## src/rtl/bp_common_pkg.sv

```systemverilog
// rtl/bp_common_pkg.sv - issue-width constant shared by the FE queue, scheduler and detector
package bp_common_pkg;

    // Entries presented to and popped by the scheduler per cycle
    localparam int bp_issue_width_gp = 2;

endpackage

```

## src/rtl/bp_fe_queue_dual_mem.sv

```systemverilog
// rtl/bp_fe_queue_dual_mem.sv - els_p x width_p register file, 2 write ports, 2 async read ports
module bp_fe_queue_dual_mem #(
    parameter int width_p = 128,
    parameter int els_p   = 8,
    localparam int addr_w_lp = $clog2(els_p)
) (
    input  logic                 clk_i,
    input  logic                 w_v1_i,
    input  logic [addr_w_lp-1:0] w_addr1_i,
    input  logic [width_p-1:0]   w_data1_i,
    input  logic                 w_v2_i,
    input  logic [addr_w_lp-1:0] w_addr2_i,
    input  logic [width_p-1:0]   w_data2_i,
    input  logic [addr_w_lp-1:0] r_addr1_i,
    output logic [width_p-1:0]   r_data1_o,
    input  logic [addr_w_lp-1:0] r_addr2_i,
    output logic [width_p-1:0]   r_data2_o
);

    logic [width_p-1:0] r_mem [els_p];

    // Two write ports; the top guarantees distinct addresses when both fire
    always_ff @(posedge clk_i) begin
        if (w_v1_i) r_mem[w_addr1_i] <= w_data1_i;
        if (w_v2_i) r_mem[w_addr2_i] <= w_data2_i;
    end

    assign r_data1_o = r_mem[r_addr1_i];
    assign r_data2_o = r_mem[r_addr2_i];

endmodule

```

## src/rtl/bp_fe_queue_dual.sv

```systemverilog
// rtl/bp_fe_queue_dual.sv - dual-issue FE->BE queue; optional empty-queue bypass via BP_FE_QUEUE_BYPASS_EN
module bp_fe_queue_dual
    import bp_common_pkg::*;
#(
    parameter int width_p = 128,
    parameter int els_p   = 8,
    localparam int ptr_w_lp = $clog2(els_p),
    localparam int cnt_w_lp = $clog2(els_p) + 1
) (
    input  logic                clk_i,
    input  logic                reset_n_i,
    input  logic                clr_i,
    input  logic [width_p-1:0]  enq_data1_i,
    input  logic [width_p-1:0]  enq_data2_i,
    input  logic                enq_v1_i,
    input  logic                enq_v2_i,
    output logic                enq_ready_o,
    output logic [width_p-1:0]  deq_data1_o,
    output logic [width_p-1:0]  deq_data2_o,
    output logic                deq_v1_o,
    output logic                deq_v2_o,
    input  logic [1:0]          deq_yumi_i,
    output logic [cnt_w_lp-1:0] count_o
);

    logic [ptr_w_lp-1:0] r_rd_ptr;
    logic [ptr_w_lp-1:0] r_wr_ptr;
    logic [cnt_w_lp-1:0] r_count;

    logic                w_enq_ready;
    logic                w_fire1;
    logic                w_fire2;
    logic [1:0]          w_enq_cnt;
    logic                w_bypass;
    logic [1:0]          w_skip;
    logic [1:0]          w_rd_adv;
    logic                w_wen1;
    logic                w_wen2;
    logic [width_p-1:0]  w_wdata1;
    logic [ptr_w_lp-1:0] w_wr_ptr_p1;
    logic [ptr_w_lp-1:0] w_rd_ptr_p1;
    logic [width_p-1:0]  w_mem_data1;
    logic [width_p-1:0]  w_mem_data2;
    logic                w_mem_v1;
    logic                w_mem_v2;
    logic [1:0]          w_avail;

    // Ready is a function of registered occupancy only: room for a full dual enqueue
    assign w_enq_ready = (r_count <= cnt_w_lp'(els_p - 2));
    assign w_fire1     = w_enq_ready & enq_v1_i;
    assign w_fire2     = w_fire1 & enq_v2_i;
    assign w_enq_cnt   = {1'b0, w_fire1} + {1'b0, w_fire2};

`ifdef BP_FE_QUEUE_BYPASS_EN
    assign w_bypass = (r_count == '0) & ~clr_i;
`else
    assign w_bypass = 1'b0;
`endif

    // In bypass, popped entries come straight from the enq inputs: skip writing them
    // and leave rd_ptr alone, since they never landed in storage.
    assign w_skip   = w_bypass ? deq_yumi_i : 2'd0;
    assign w_rd_adv = w_bypass ? 2'd0 : deq_yumi_i;

    assign w_wr_ptr_p1 = r_wr_ptr + ptr_w_lp'(1);
    assign w_rd_ptr_p1 = r_rd_ptr + ptr_w_lp'(1);

    // Select which incoming entries are stored, packed from wr_ptr upward
    always_comb begin
        w_wen1   = 1'b0;
        w_wen2   = 1'b0;
        w_wdata1 = enq_data1_i;
        if (!clr_i) begin
            case (w_skip)
                2'd0: begin
                    w_wen1 = w_fire1;
                    w_wen2 = w_fire2;
                end
                2'd1: begin
                    w_wen1   = w_fire2;
                    w_wdata1 = enq_data2_i;
                end
                default: ;
            endcase
        end
    end

    bp_fe_queue_dual_mem #(
        .width_p (width_p),
        .els_p   (els_p)
    ) u_mem (
        .clk_i     (clk_i),
        .w_v1_i    (w_wen1),
        .w_addr1_i (r_wr_ptr),
        .w_data1_i (w_wdata1),
        .w_v2_i    (w_wen2),
        .w_addr2_i (w_wr_ptr_p1),
        .w_data2_i (enq_data2_i),
        .r_addr1_i (r_rd_ptr),
        .r_data1_o (w_mem_data1),
        .r_addr2_i (w_rd_ptr_p1),
        .r_data2_o (w_mem_data2)
    );

    // Pointer and occupancy update; flush wins over enq/deq
    always_ff @(posedge clk_i or negedge reset_n_i) begin
        if (!reset_n_i) begin
            r_rd_ptr <= '0;
            r_wr_ptr <= '0;
            r_count  <= '0;
        end else if (clr_i) begin
            r_rd_ptr <= '0;
            r_wr_ptr <= '0;
            r_count  <= '0;
        end else begin
            r_rd_ptr <= r_rd_ptr + ptr_w_lp'(w_rd_adv);
            r_wr_ptr <= r_wr_ptr + ptr_w_lp'(w_enq_cnt - w_skip);
            r_count  <= r_count + cnt_w_lp'(w_enq_cnt) - cnt_w_lp'(deq_yumi_i);
        end
    end

    assign w_mem_v1 = (r_count != '0);
    assign w_mem_v2 = (r_count > cnt_w_lp'(1));

    assign enq_ready_o = w_enq_ready;
    assign deq_v1_o    = w_bypass ? w_fire1 : w_mem_v1;
    assign deq_v2_o    = w_bypass ? w_fire2 : w_mem_v2;
    assign deq_data1_o = w_bypass ? enq_data1_i : w_mem_data1;
    assign deq_data2_o = w_bypass ? enq_data2_i : w_mem_data2;
    assign count_o     = r_count;

    assign w_avail = {1'b0, deq_v1_o} + {1'b0, deq_v2_o};

    a_yumi_legal: assert property (@(posedge clk_i) disable iff (!reset_n_i)
        (deq_yumi_i <= 2'(bp_issue_width_gp)) && (deq_yumi_i <= w_avail));

    a_enq_v2_needs_v1: assert property (@(posedge clk_i) disable iff (!reset_n_i)
        enq_v2_i |-> enq_v1_i);

endmodule
```

## config.mk

```make
export PLATFORM = sky130hd
export DESIGN_NAME = bp_fe_queue_dual
export DESIGN_NICKNAME = d
export VERILOG_FILES = /design/src/rtl/bp_common_pkg.sv /design/src/rtl/bp_fe_queue_dual_mem.sv /design/src/rtl/bp_fe_queue_dual.sv
export SDC_FILE = /design/constraint.sdc
export NUM_CORES = 2
export LEC_CHECK = 0
export BUFFER_PORTS_ARGS = -buffer_cell sky130_fd_sc_hd__buf_2
export CAP_MARGIN = 15
export CORE_AREA = 10 10 317 319
export CTS_BUF_LIST = sky130_fd_sc_hd__clkbuf_16
export DETAILED_ROUTE_END_ITERATION = 6
export DIE_AREA = 0 0 327 329
export GPL_TIMING_DRIVEN = 0
export HOLD_SLACK_MARGIN = 0.05
export PLACE_DENSITY = 0.84
export SLEW_MARGIN = 5
export SYNTH_ARGS = -nofsm -noshare
export SYNTH_HDL_FRONTEND = slang
export SYNTH_SLANG_ARGS = --single-unit
export TNS_END_PERCENT = 10
```

## constraint.sdc

```tcl
create_clock -name clk_i -period 20.1 [get_ports clk_i]
set_input_delay 1.005 -clock clk_i [delete_from_list [all_inputs] [get_ports clk_i]]
set_output_delay 1.005 -clock clk_i [all_outputs]
set_load 0.03 [all_outputs]
```

==> out/metrics.csv <==
stage;metric;value;unit
clock_network;postCtsSetupRepairBufs;0;
global_route;grt_overflow;0;
power;power_leakage;24.8;nW
clock_network;htreeDepth;3;
setup_path;crit_chain;buf_2 -> buf_2 -> clkbuf_1 -> buf_8 -> buf_2 -> mux4_2 -> mux2_2 -> buf_2;
finish;drive_above_1_share;59.9;%
die;pin_count;526;
setup_path;path_buf_inv;6;
global_route;antenna_found_initial;85;
yosys;syn-num-nets;3461;
global_route;grt_pass1_vias;38500;
die;fp-row-count;113;
flow_run;drv_cap;0;
power;vdd_drop_max;0.0000746;V
setup_path;crit_path_end_kind;primary output;
setup_path;critPathArrivalTime;4060;ps
sta;slew_viol_final;0;
place;portBuffers;525;
setup_path;worstSetupPathType;reg -> out;
sta;hold_violations;0;
die;core;94300;um2
die;die_height;329;um
setup_path;path_common_cell;buf_2;
setup_path;crit_required;19090;ps
place;dpl.hpwl;123000;um
sta;setup_viol;0;
finish;areaGrowthSynthToFinish;15.5;%
clock_network;cts_buffers;108;
routing;drt_iter0_markers;5737;
setup_path;critPathLaunch;r_rd_ptr[0];
yosys;syn-cell-area;60600;um2
place;gp_congestion;0.836;
sta;finalCritPeriodShare;25.2;%
sta;fmax;198;MHz
sta;finalClockSkew;21.0;ps
routing;final_antenna_net_count;0;
clock_network;worstSkewPairLatency;710;ps
sta;min_period;5060;ps
place;dpl_cell_area;66400;um2
yosys;synth_seq_area_share;51.2;%
clock_network;cts_tree;done;
die;die_w;327;um
finish;design_area;70000;um2
finish;final_nets;4163;
setup_path;r2r-start;count_o[3];
sta;worst_pin_slew;1150;ps
clock_network;cts_resized;0;
routing;totalWireLength;188000;um
finish;layout_commonest_cell;edfxtp_1;
global_route;grt_usage;34.0;%
die;dieArea;108000;um2
routing;vias;37600;
sta;hold_slack;169;ps
setup_path;crit_slowest_cell;clkbuf_1;
yosys;synthDistinctLibCells;36;
clock_network;root_buffer;clkbuf_16;
routing;viasPerCell;7.11;
routing;avgRoutedWirePerCell;35.5;um
global_route;grt_max_degree;23;
routing;dr.pass1.iters;5;
power;p_per_area;93.7;nW/um2
global_route;grt_pass1_wl;266000;um
setup_path;slowest_delay;630;ps
routing;drc;0;
clock_network;cts.reportedPaths.clkPinSlew;60;ps
yosys;synth.avg_cell_area;19.0;um2
min_path;min_path_type;in -> async;
die;initial_utilization;64.2;%
setup_path;crit_fanout;10;
yosys;yosysWarnings;0;
finish;layout_common_cells;1,024 x edfxtp_1, 609 x buf_2, 601 x mux2_2;
clock_network;clock_sinks;1034;
sta;relSlewSlack;23.5;%
yosys;syn_inst;3183;
setup_path;cp_top_family;buffers and inverters;
clock_network;postCtsHoldBufs;0;
sta;grt_setup_unrepaired;no;
yosys;synth_seq_cells;1034;
sta;tns;0;ps
clock_network;clockBufferDepth;3;
setup_path;startpoint_type;flip-flop;
run_status;outcome;complete, no violations;
[state kept, by name, indices dropped and copies added, names as in the netlist]
| signal | flops |
|---|---|
| count_o | 4 |
| r_rd_ptr | 3 |
| r_wr_ptr | 3 |
| u_mem.r_mem | 1024 |
[per-layer routing]
| layer | global-route usage (%) | part of all wire, % |
|---|---|---|
| met1 | 42.7 | 35 |
| met2 | 53.5 | 48 |
| met3 | 10.4 | 12 |
| met4 | 17.7 | 5.0 |
| met5 | 0 | 0.21 |
[where the power goes]
part / internal [W] / total [W] / leakage (nW) / switching, W
clock: 0.00112 / 0.00199 / 1.78 / 0.000869
sequential: 0.00249 / 0.00254 / 9.38 / 0.0000471
combinational: 0.000833 / 0.00203 / 13.6 / 0.00119
[cells by family (layout without fill, tap and decap cells)]
logic type / Yosys count / count (layout) / synth area share, %
DFF: 1034 / 1034 / 51.2
other: 0 / 54 / 0
xor gates and xnor gates: 7 / 7 / 0.114
muxes: 1793 / 1793 / 44.7
AOI/OAI and AO/OA: 12 / 12 / 0.118
and+or+nand+nor: 52 / 52 / 0.525
buffers and inverters: 270 / 1061 / 2.96
adders and majority gates: 15 / 15 / 0.360
[synthesized netlist by cell type]
cell	count	share of area, %
or2_2	1	0.010
nor3_1	2	0.017
edfxtp_1	1024	51
nor2b_1	5	0.052
mux4_2	512	19
nand3_2	4	0.066
clkbuf_1	57	0.35
inv_1	9	0.056
xnor2_1	3	0.043
ha_1	11	0.23
mux2_4	301	7.5
nand4b_1	3	0.043
mux2_1	379	7.0
nand2_1	7	0.043
a21oi_1	7	0.058
nand3_1	3	0.025
fa_1	4	0.13
a31oi_1	2	0.021
a21o_1	2	0.025
xor2_1	3	0.043
or3_1	1	0.010
xnor2_2	1	0.027
buf_1	7	0.043
nand3b_1	5	0.062
nor3_2	4	0.066
o31a_1	1	0.014
clkinv_2	1	0.0083
nor2_2	1	0.010
dfrtp_1	10	0.41
buf_6	68	1.3
nand4_1	2	0.021
buf_4	44	0.55
mux2_2	601	11
nor2_1	12	0.074
buf_2	84	0.69
nor3b_1	2	0.025
[metrics by stage]
step	worst slack (ps)	util [%]	std cells	total power, W
after floorplan	11570	-	3183	0.00392
final	15040	74.2	5293	0.00655
after global routing	15010	74.1	5275	0.00672
after detailed placement	15810	70.4	5040	0.00458
after global placement	3840	68.7	4973	0.00456
after CTS	15070	74.0	5239	0.00654
[path summary, 6_finish.rpt]
path	endpoint	slack (ps)	cells after the start
max	deq_data2_o[97]	15040	8
min	r_rd_ptr[2]	170	1
max reg2reg	u_mem.r_mem[5][57]	16110	12
min reg2reg	r_rd_ptr[0]	690	2
max in group asynchronous	r_wr_ptr[1]	19740	1
min in group clk_i	r_rd_ptr[0]	690	2
[cell type report]
type | instances | area (um2)
repair buffers | 592 | 4150
clock inverters | 90 | 723
multi-input cells | 1879 | 27800
inverters | 10 | 38.8
well taps | 1265 | 1580
fillers | 5628 | 24400
diodes | 54 | 135
plain buffers | 260 | 1760
clock buffers | 109 | 2730
flip-flops and latches | 1034 | 31000
[worst register-to-register path, cell delays in order, from the launching register on]
cell	delay [ps]
dfrtp_1	400
inv_1	110
ha_1	150
nand2_1	60
mux2_4	370
clkinv_2	140
nand3b_1	610
a21oi_4	800
buf_16	250
buf_16	180
buf_16	200
buf_12	230
buf_16	200
(Power assumes the default switching activity.)
